`src/rtl/mrd_fsm_ctrl_pkg.sv`:
```
// Shared definitions for the mixed-radix DFT memory engine: frame FSM codes, sample count type, stage limit.
package mrd_fsm_ctrl_pkg;

    localparam int CNT_W      = 12;
    localparam int MAX_STAGES = 6;

    typedef enum logic [2:0] {
        FSM_IDLE        = 3'd0,
        FSM_SINK        = 3'd1,
        FSM_WAIT_TO_RD  = 3'd2,
        FSM_RD          = 3'd3,
        FSM_WAIT_WR_END = 3'd4,
        FSM_SOURCE      = 3'd5
    } fsm_e;

    typedef logic [CNT_W-1:0] cnt_t;

    // An out-of-range factor count would leave the stage loop without an exit.
    function automatic logic [2:0] clamp_factors(input logic [2:0] nf);
        logic [2:0] max_nf;
        max_nf = 3'(MAX_STAGES);
        if (nf == 3'd0) begin
            return 3'd1;
        end
        if (nf > max_nf) begin
            return max_nf;
        end
        return nf;
    endfunction

endpackage

```
`src/rtl/mrd_fsm_ctrl.sv`:
```
// Frame sequencer: Sink -> Wait_to_rd -> (Rd/Wait_wr_end) per radix stage -> Source; one frame in flight.
// Latency: state, stage, err registered; sink_ready registered from next state; source_* decoded from state.
// Backpressure: sink_ready low outside Idle/Sink; Source holds on !source_ready. MRD_FSM_TIMEOUT_EN adds a stage watchdog.
module mrd_fsm_ctrl
    import mrd_fsm_ctrl_pkg::*;
#(
    parameter int wCNT     = CNT_W,
    parameter int WAIT_CYC = 4,
    parameter int TIMEOUT  = 4095
) (
    input  logic            clk,
    input  logic            rst_n,
    input  logic            sink_valid,
    input  logic            sink_sop,
    input  logic            sink_eop,
    output logic            sink_ready,
    input  logic [wCNT-1:0] dftpts,
    input  logic [2:0]      num_factors,
    input  logic            rd_done,
    input  logic            wr_done,
    input  logic            source_ready,
    output logic            source_valid,
    output logic            source_sop,
    output logic            source_eop,
    output logic [wCNT-1:0] source_cnt,
    output logic [2:0]      fsm,
    output logic [2:0]      fsm_r,
    output logic [2:0]      stage,
    output logic            err
);

    localparam logic [wCNT-1:0] ONE      = wCNT'(1);
    localparam logic [wCNT-1:0] WAIT_END = wCNT'(WAIT_CYC - 1);

    if (WAIT_CYC < 1 || TIMEOUT < 1) begin : g_param_check
        $error("mrd_fsm_ctrl: WAIT_CYC and TIMEOUT must be at least 1");
    end

    fsm_e            state, state_nxt;
    logic [wCNT-1:0] len_q, len_nxt;
    logic [2:0]      nf_q, nf_nxt;
    logic [wCNT-1:0] sink_cnt, sink_cnt_nxt;
    logic [wCNT-1:0] src_cnt, src_cnt_nxt;
    logic [wCNT-1:0] wait_cnt, wait_cnt_nxt;
    logic [2:0]      stage_q, stage_nxt;
    logic            wr_seen, wr_seen_nxt;
    logic            err_nxt;
    logic            sink_acc;
    logic [wCNT-1:0] last_idx;
    logic [2:0]      last_stage;

`ifdef MRD_FSM_TIMEOUT_EN
    localparam int              WD_W   = $clog2(TIMEOUT + 1);
    localparam logic [WD_W-1:0] WD_END = WD_W'(TIMEOUT - 1);
    logic [WD_W-1:0] wd_cnt, wd_cnt_nxt;
`endif

    assign sink_acc   = sink_valid & sink_ready;
    assign last_idx   = len_q - ONE;
    assign last_stage = nf_q - 3'd1;

    always_comb begin
        state_nxt    = state;
        len_nxt      = len_q;
        nf_nxt       = nf_q;
        sink_cnt_nxt = sink_cnt;
        src_cnt_nxt  = src_cnt;
        wait_cnt_nxt = wait_cnt;
        stage_nxt    = stage_q;
        wr_seen_nxt  = wr_seen;
        err_nxt      = 1'b0;

        case (state)
            FSM_IDLE: begin
                if (sink_acc && sink_sop) begin
                    // A one-sample frame can never satisfy the minimum frame length.
                    if (sink_eop) begin
                        err_nxt = 1'b1;
                    end else begin
                        len_nxt      = dftpts;
                        nf_nxt       = clamp_factors(num_factors);
                        sink_cnt_nxt = ONE;
                        state_nxt    = FSM_SINK;
                    end
                end
            end
            FSM_SINK: begin
                if (sink_acc) begin
                    sink_cnt_nxt = sink_cnt + ONE;
                    if (sink_sop) begin
                        err_nxt      = 1'b1;
                        sink_cnt_nxt = '0;
                        state_nxt    = FSM_IDLE;
                    end else if (sink_cnt == last_idx) begin
                        // Last sample closes the frame even when eop is missing.
                        err_nxt      = ~sink_eop;
                        wait_cnt_nxt = '0;
                        state_nxt    = FSM_WAIT_TO_RD;
                    end else if (sink_eop) begin
                        err_nxt      = 1'b1;
                        sink_cnt_nxt = '0;
                        state_nxt    = FSM_IDLE;
                    end
                end
            end
            FSM_WAIT_TO_RD: begin
                if (wait_cnt == WAIT_END) begin
                    wait_cnt_nxt = '0;
                    stage_nxt    = 3'd0;
                    wr_seen_nxt  = 1'b0;
                    state_nxt    = FSM_RD;
                end else begin
                    wait_cnt_nxt = wait_cnt + ONE;
                end
            end
            FSM_RD: begin
                if (wr_done) begin
                    wr_seen_nxt = 1'b1;
                end
                if (rd_done) begin
                    state_nxt = FSM_WAIT_WR_END;
                end
            end
            FSM_WAIT_WR_END: begin
                if (wr_done || wr_seen) begin
                    wr_seen_nxt = 1'b0;
                    if (stage_q == last_stage) begin
                        src_cnt_nxt = '0;
                        state_nxt   = FSM_SOURCE;
                    end else begin
                        stage_nxt = stage_q + 3'd1;
                        state_nxt = FSM_RD;
                    end
                end
            end
            FSM_SOURCE: begin
                if (source_ready) begin
                    if (src_cnt == last_idx) begin
                        src_cnt_nxt  = '0;
                        sink_cnt_nxt = '0;
                        stage_nxt    = 3'd0;
                        state_nxt    = FSM_IDLE;
                    end else begin
                        src_cnt_nxt = src_cnt + ONE;
                    end
                end
            end
            default: begin
                state_nxt = FSM_IDLE;
            end
        endcase

`ifdef MRD_FSM_TIMEOUT_EN
        // Any stage progress or a write-back report restarts the watchdog.
        wd_cnt_nxt = '0;
        if ((state == FSM_RD || state == FSM_WAIT_WR_END) && state_nxt == state && !wr_done) begin
            if (wd_cnt == WD_END) begin
                err_nxt      = 1'b1;
                state_nxt    = FSM_IDLE;
                stage_nxt    = 3'd0;
                wr_seen_nxt  = 1'b0;
                sink_cnt_nxt = '0;
            end else begin
                wd_cnt_nxt = wd_cnt + 1'b1;
            end
        end
`endif
    end

    always_ff @(posedge clk) begin
        if (!rst_n) begin
            state      <= FSM_IDLE;
            fsm_r      <= 3'd0;
            len_q      <= '0;
            nf_q       <= 3'd0;
            sink_cnt   <= '0;
            src_cnt    <= '0;
            wait_cnt   <= '0;
            stage_q    <= 3'd0;
            wr_seen    <= 1'b0;
            err        <= 1'b0;
            sink_ready <= 1'b0;
`ifdef MRD_FSM_TIMEOUT_EN
            wd_cnt     <= '0;
`endif
        end else begin
            state      <= state_nxt;
            fsm_r      <= state;
            len_q      <= len_nxt;
            nf_q       <= nf_nxt;
            sink_cnt   <= sink_cnt_nxt;
            src_cnt    <= src_cnt_nxt;
            wait_cnt   <= wait_cnt_nxt;
            stage_q    <= stage_nxt;
            wr_seen    <= wr_seen_nxt;
            err        <= err_nxt;
            sink_ready <= (state_nxt == FSM_IDLE) || (state_nxt == FSM_SINK);
`ifdef MRD_FSM_TIMEOUT_EN
            wd_cnt     <= wd_cnt_nxt;
`endif
        end
    end

    assign fsm          = state;
    assign stage        = stage_q;
    assign source_cnt   = src_cnt;
    assign source_valid = (state == FSM_SOURCE);
    assign source_sop   = source_valid && (src_cnt == '0);
    assign source_eop   = source_valid && (src_cnt == last_idx);

endmodule

```
`config.mk`:
```
export PLATFORM = sky130hd
export DESIGN_NAME = mrd_fsm_ctrl
export DESIGN_NICKNAME = d
export VERILOG_FILES = /design/src/rtl/mrd_fsm_ctrl_pkg.sv /design/src/rtl/mrd_fsm_ctrl.sv
export SDC_FILE = /design/constraint.sdc
export NUM_CORES = 1
export LEC_CHECK = 0
export CAP_MARGIN = 10
export CORE_MARGIN = 2
export CORE_UTILIZATION = 56
export DETAILED_ROUTE_END_ITERATION = 16
export GPL_TIMING_DRIVEN = 0
export PLACE_DENSITY = 0.83
export SETUP_SLACK_MARGIN = 0.15
export SLEW_MARGIN = 20
export SYNTH_ARGS = -nofsm -noshare
export SYNTH_HDL_FRONTEND = slang
export SYNTH_SLANG_ARGS = --single-unit
```
`constraint.sdc`:
```
create_clock -name clk -period 3.3 [get_ports clk]
set_input_delay 0.66 -clock clk [delete_from_list [all_inputs] [get_ports clk]]
set_output_delay 0.66 -clock clk [all_outputs]
set_load 0.02 [all_outputs]
```
==> metrics.md, run 1 <==
| Metric | Value |
|---|---|
| Power Dens Cells | `343 nW/um^2` |
| FF-to-FF Start | `len_q[5]` |
| Number of CTS-inserted buffers | `9` |
| Final setup vio count | `1` |
| FF-to-FF End | `sink_cnt[8]` |
| Distinct cells, synth | `63` |
| Crit path buf inv count | `5` |
| Nets | `592` |
| Synth warnings | `0` |
| Final Critical Period | `3360 ps` |
| CP endpoint kind | `output port` |
| Port bufs | `47` |
| Top delay family on crit path | `simple AND/OR/NAND/NOR gates` |
| DP HPWL | `7190 microns` |
| Outcome | `finished with violations` |
| Iteration count of the initial detailed-routing pass | `6` |
| First-pass GRT wire length | `17600 microns` |
| H-tree Lvls | `3` |
| Leakage | `1.96 nW` |
| Post-Syn Instances | `481` |
| Slew HR | `52.1%` |
| Die area | `7580 sq um` |
| Layout cells sized above 1 | `16.4%` |
| FMAX | `0.297 GHz` |
| Post-synthesis sequential area ratio | `32.6%` |
| CTS tree | `yes` |
| Worst endpoint required time | `2640 ps` |
| Clk Latency, worst-skew pair | `360 ps` |
| Top post-synthesis cells by count | `nand2_1, dfxtp_1, nor2_1` |
| Routed WL | `11000 microns` |
| Seq cells post-synth | `63` |
| Max rail drop VDD | `0.000205 V` |
| Die width | `87.1 microns` |
| Most used cell, CP | `clkbuf_8` |
| Async set-reset flop share out of synthesis | `0%` |
| Vias in the first global route | `3794` |
| CP endpoint | `source_eop` |
| Worst setup margin | `-61.6 ps` |
| Gpl congestion | `0.913` |
| Crit share post-route | `102%` |
| Main synth FF type | `dfxtp_1` |
| Largest area contributor in the netlist | `dfxtp_1` |
| Post-Syn Area | `3870 sq um` |
| Largest net degree at the start of global routing | `12` |
| Worst Path Arrival | `2700 ps` |
| Initial antenna violation count | `0` |
| Worst-Margin Slew | `713 ps` |
| Final Core Density | `75.1%` |
| Syn-to-layout area delta | `30.5%` |
| Max_cap viols | `0` |
| GRT overflow | `0` |
| Vias | `3942` |
| Slowest-stage cell, CP | `or3b_1` |
| Most frequent cell after synthesis | `nand2_1` |
| Crit. Startpoint | `len_q[0]` |
| Hold path cells | `2` |
| Final Hold Viols | `0` |
| CTS root buffer | `clkbuf_8` |
| Crit path depth | `12` |
| Initial core utilization | `57.5%` |
| DR iter-0 viols | `275` |
| Hold Path Class | `register to register` |
| Ant diodes | `0` |
| Worst-path clk slew | `70 ps` |
| Boundary Pins | `49` |
| Row count | `30` |
| Core area | `6720 sq um` |
| Post-synth EDFFs | `0` |
| CP max FO | `5` |
| Slew Limit Fails | `0` |
| GRT Util Overall | `29.7%` |
| Crit path kind | `register to output port` |
| RSZ-0062 raised after global routing | `yes` |
| R2R cell count | `12` |
| R2R Setup Slk | `60 ps` |
| Clock buffer depth | `2` |
| Synth Area per Inst | `8.04 sq um` |
| Hold Path Origin | `nf_q[1]` |
| Slowest stage delay, CP | `380 ps` |
| Height of the die | `87.1 microns` |
| ANT nets after route | `0` |
| FILL cells | `457` |
| Setup TNS | `-61.6 ps` |
| Cells along the critical path | `clkbuf_8 -> inv_4 -> ha_4 -> or3b_1 -> clkbuf_8 -> nor3_2 -> xnor2_1 -> nor2_1 -> and4_1 -> clkbuf_8 -> and2_4 -> buf_6` |
| Startpoint Class | `register` |
| Post-synth top area share | `32.6%` |
| CTS Sinks | `63` |
| Failing checks | `negative setup slack` |
| Area contributors post-synth | `dfxtp_1, nand2_1, nor2_1` |
| Residual DRC count | `0` |
| Wirelength per Cell | `16.9 microns` |
| Post-Syn Nets | `511` |
| Vias per inst | `6.09` |
| Clock skew | `11.2 ps` |
## flip-flops by register name (all words and copies together), names as in the netlist
signal / flops
stage: 3
fsm_r: 3
fsm: 3
nf_q: 3
sink_ready: 1
err: 1
wr_seen: 1
len_q: 12
sink_cnt: 12
wait_cnt: 12
source_cnt: 12
## power breakdown
part	internal [mW]	switching [mW]	total (mW)	leakage (nW)
sequential	0.766	0.00568	0.772	0.510
combinational	0.0962	0.102	0.198	1.34
clock	0.446	0.315	0.761	0.110
## placed cells by master, fill, tap and decap left out, drive strengths merged, types with 3 or more instances in the layout
cell	count
clkdlybuf4s50	46
buf	31
nand4	6
inv	17
nand2	69
nor2b	8
or2	6
nor2	48
xnor3	7
xor2	15
nor4b	3
clkbuf	33
nand3b	3
nor3	11
and3	8
and2	6
ha	7
o41ai	5
nor4	7
o21ai	17
nand3	20
a22o	7
a21oi	26
o2111ai	3
a21o	8
or4	4
dfxtp	63
xnor2	18
a31oi	9
mux2i	5
nand2b	12
a311oi	4
## cell type report
type	count	area [sq um]	area share [%]
multi-input cells	372	2550	50.5
flip-flops and latches	63	1260	25.1
repair buffers	70	656	13.0
plain buffers	29	186	3.70
clock buffers	11	141	2.80
well taps	80	100	1.98
clock inverters	5	81.3	1.61
inverters	17	66.3	1.31
## through the flow
stage	worst slack, ps	instances	area [sq um]	hold slack [ps]	power (mW)
2_1_floorplan	254	481	3870	436	0.896
6_report	-61.6	647	5040	461	1.73
5_1_grt	-146	647	5040	479	1.79
3_5_place_dp	-608	608	4440	453	0.954
4_1_cts	-15.4	639	4920	464	1.72
3_3_place_gp	-580	608	4440	444	0.950
## per-layer routing
layer  part of all wire [%]  routed length [microns]  global-route usage, %  vias up
met4                    3.5                      380                   15.2        0
met1                     39                     4280                   33.8     1854
met3                    6.7                      735                   6.54       40
met2                     51                     5560                   52.0      189
met5                      0                        0                      0        -
li1                       -                        -                      -     1859
## worst min path at each step
stage / endpoint
floorplan: nf_q[1]
global placement: nf_q[2]
detailed placement: nf_q[1]
CTS: nf_q[1]
global route: nf_q[2]
finish: nf_q[1]
## repair_timing
action                     in CTS  in global routing
setup endpoints to repair      32                 37
hold buffers                    0                  0
pin swaps                      22                 14
buffers inserted               15                  8
gates resized for setup        43                 20
## worst min-delay path, stage by stage (launching register included)
cell     delay [ps]
dfxtp_1         310
nand2_1          50
a21oi_1          50
## logic make-up (layout without fill, tap and decap cells)
| family | Yosys count | after routing | share of synthesized area, % |
|---|---|---|---|
| buffers and inverters | 46 | 132 | 5.11 |
| adder cells (fa/ha/maj) | 7 | 7 | 2.27 |
| XOR/XNOR | 40 | 40 | 11.6 |
| AND/OR/NAND/NOR | 217 | 217 | 28.0 |
| multiplexers | 5 | 5 | 1.29 |
| flip-flops | 63 | 63 | 32.6 |
| AO/OA/AOI/OAI | 103 | 103 | 19.2 |
No activity file was read; power rests on OpenSTA's default activity.
==> run 2, diff against run 1 <==
--- a/config.mk
+++ b/config.mk
@@ -16,3 +16,4 @@
 export SYNTH_ARGS = -nofsm -noshare
 export SYNTH_HDL_FRONTEND = slang
 export SYNTH_SLANG_ARGS = --single-unit
+export TNS_END_PERCENT = 50
==> run 2 against run 1 <==
Net effect:
- the run still ends with negative setup slack left
- sequential power barely moved
- die area did not move
- maximum frequency barely moved
- non-clock buffer count did not move
- sequential share of layout area barely moved
- via count fell by 0.66%
- cell area fell by 0.17%
- count of clock-buffer cells in the layout did not move
- register-to-register slack improved by 100 ps
- critical path type unchanged
==> metrics.md, run 2 (synthesis gave the netlist of run 1 again) <==
| Metric | Value |
|---|---|
| Crit path kind | `register to output port` |
| Vias in the first global route | `3773` |
| Slowest stage delay, CP | `380 ps` |
| Row count | `30` |
| Top delay family on crit path | `simple AND/OR/NAND/NOR gates` |
| CTS Sinks | `63` |
| Final Critical Period | `3360 ps` |
| CTS tree | `yes` |
| Startpoint Class | `register` |
| R2R cell count | `14` |
| Max_cap viols | `0` |
| Commonest non-fill, non-tap cell in the layout | `nand2_1` |
| Syn-to-layout area delta | `30.2%` |
| Met2 Routed Length | `5630 microns` |
| Worst setup margin | `-62.6 ps` |
| Power Dens Cells | `345 nW/um^2` |
| FF-to-FF End | `sink_cnt[10]` |
| Ant diodes | `0` |
| Vias | `3916` |
| Worst endpoint required time | `2640 ps` |
| DR WL met3 | `688 microns` |
| Leakage | `1.97 nW` |
| WHS | `462 ps` |
| FMAX | `0.297 GHz` |
| Crit share post-route | `102%` |
| Crit path depth | `12` |
| First-pass GRT wire length | `17500 microns` |
| Final Hold Viols | `0` |
| Worst Path Arrival | `2700 ps` |
| Crit path buf inv count | `5` |
| Failing checks | `negative setup slack` |
| Clock skew | `11.0 ps` |
| Top routing layer used | `met4` |
| GRT Util Overall | `29.5%` |
| Number of CTS-inserted buffers | `9` |
| Slew Limit Fails | `0` |
| Nets | `592` |
| ANT nets after route | `0` |
| Multi-input logic area | `2540 sq um` |
| Boundary Pins | `49` |
| Initial core utilization | `57.5%` |
| RSZ-0062 raised after global routing | `yes` |
| Die width | `87.1 microns` |
| FF+latch area | `1260 sq um` |
| Vias per inst | `6.05` |
| Wirelength per Cell | `17.1 microns` |
| Slew HR | `54.2%` |
| Initial antenna violation count | `0` |
| DP HPWL | `7190 microns` |
| Outcome | `finished with violations` |
| Setup TNS | `-62.6 ps` |
| Height of the die | `87.1 microns` |
| CTS hold repair buffers | `0` |
| FILL cells | `454` |
| Residual DRC count | `0` |
| CP endpoint kind | `output port` |
| Clock buffer depth | `2` |
| Max rail drop VDD | `0.000202 V` |
| Crit. Startpoint | `len_q[0]` |
| WL met1 | `4430 microns` |
| CP endpoint | `source_eop` |
| R2R Setup Slk | `160 ps` |
| Layout cells sized above 1 | `15.5%` |
| Clk Latency, worst-skew pair | `360 ps` |
| DR iter-0 viols | `322` |
| Routed WL | `11100 microns` |
| Port bufs | `47` |
| Slowest-stage cell, CP | `or3b_1` |
| Die area | `7580 sq um` |
| GRT overflow | `0` |
| Hold Path Class | `register to register` |
| Gpl congestion | `0.913` |
| FF-to-FF Start | `len_q[0]` |
| H-tree Lvls | `3` |
| CTS root buffer | `clkbuf_8` |
| Commonest cells after routing, fill and taps aside | `nand2_1, dfxtp_1, nor2_1` |
| Largest net degree at the start of global routing | `12` |
| Iteration count of the initial detailed-routing pass | `5` |
| Worst-path clk slew | `70 ps` |
| Cells along the critical path | `clkbuf_8 -> inv_4 -> ha_4 -> or3b_1 -> buf_8 -> nor3_4 -> xnor3_1 -> and4_1 -> and4_1 -> clkbuf_8 -> and2_4 -> buf_6` |
| Worst-Margin Slew | `681 ps` |
| Final setup vio count | `1` |
| Core area | `6720 sq um` |
| CP max FO | `5` |
[run 2: cell count changes in the layout (fill, tap and decap cells not counted), sizes merged]
| cell | delta |
|---|---|
| clkbuf | -2 |
| buf | +2 |
[run 2: how the worst min path moves through the flow]
stage | cells after the start | endpoint | startpoint | slack, ps
finish | 2 | nf_q[1] | nf_q[1] | 460
floorplan | 2 | nf_q[1] | nf_q[1] | 440
detailed placement | 2 | nf_q[1] | nf_q[1] | 450
global route | 2 | nf_q[2] | nf_q[2] | 480
CTS | 2 | nf_q[1] | nf_q[1] | 460
global placement | 2 | nf_q[2] | nf_q[2] | 440
[run 2: per-stage QoR]
stage	instances	setup WS, ps	util [%]	area, sq um	total power [mW]
2_1_floorplan	481	254	-	3870	0.896
3_3_place_gp	608	-580	66.0	4440	0.950
3_5_place_dp	608	-608	66.0	4440	0.954
4_1_cts	638	-15.4	73.1	4910	1.72
5_1_grt	647	-164	74.9	5030	1.79
6_report	647	-62.6	74.9	5030	1.74
[run 2: power breakdown]
part           total (mW)  internal [mW]  leakage (nW)  switching (mW)
sequential          0.772          0.766         0.510         0.00565
combinational       0.203         0.0980          1.36           0.105
clock               0.762          0.446         0.110           0.316
total                1.74           1.31          1.97           0.426
[run 2: what timing repair did]
item | in CTS | in global routing
setup endpoints to repair | 32 | 37
setup buffers | 14 | 9
gates resized for setup | 43 | 18
pin swaps | 25 | 10
[run 2: area by class of cell]
type                    instances  share of cell area [%]
plain buffers                  29                    3.70
clock buffers                  11                    2.81
flip-flops and latches         63                    25.1
well taps                      80                    1.99
clock inverters                 5                    1.62
multi-input cells             372                    50.4
inverters                      17                    1.32
repair buffers                 70                    13.0
[run 2: per-layer routing]
metal | up-vias | track usage (%)
met1 | 1845 | 33.7
li1 | 1863 | -
met5 | - | 0
met4 | 0 | 13.0
met3 | 40 | 7.20
met2 | 168 | 52.0
[run 2: tightest hold or removal path, stage by stage, from the launching register on]
cell and delay (ps):
dfxtp_1 310, nand2_1 50, a21oi_1 50
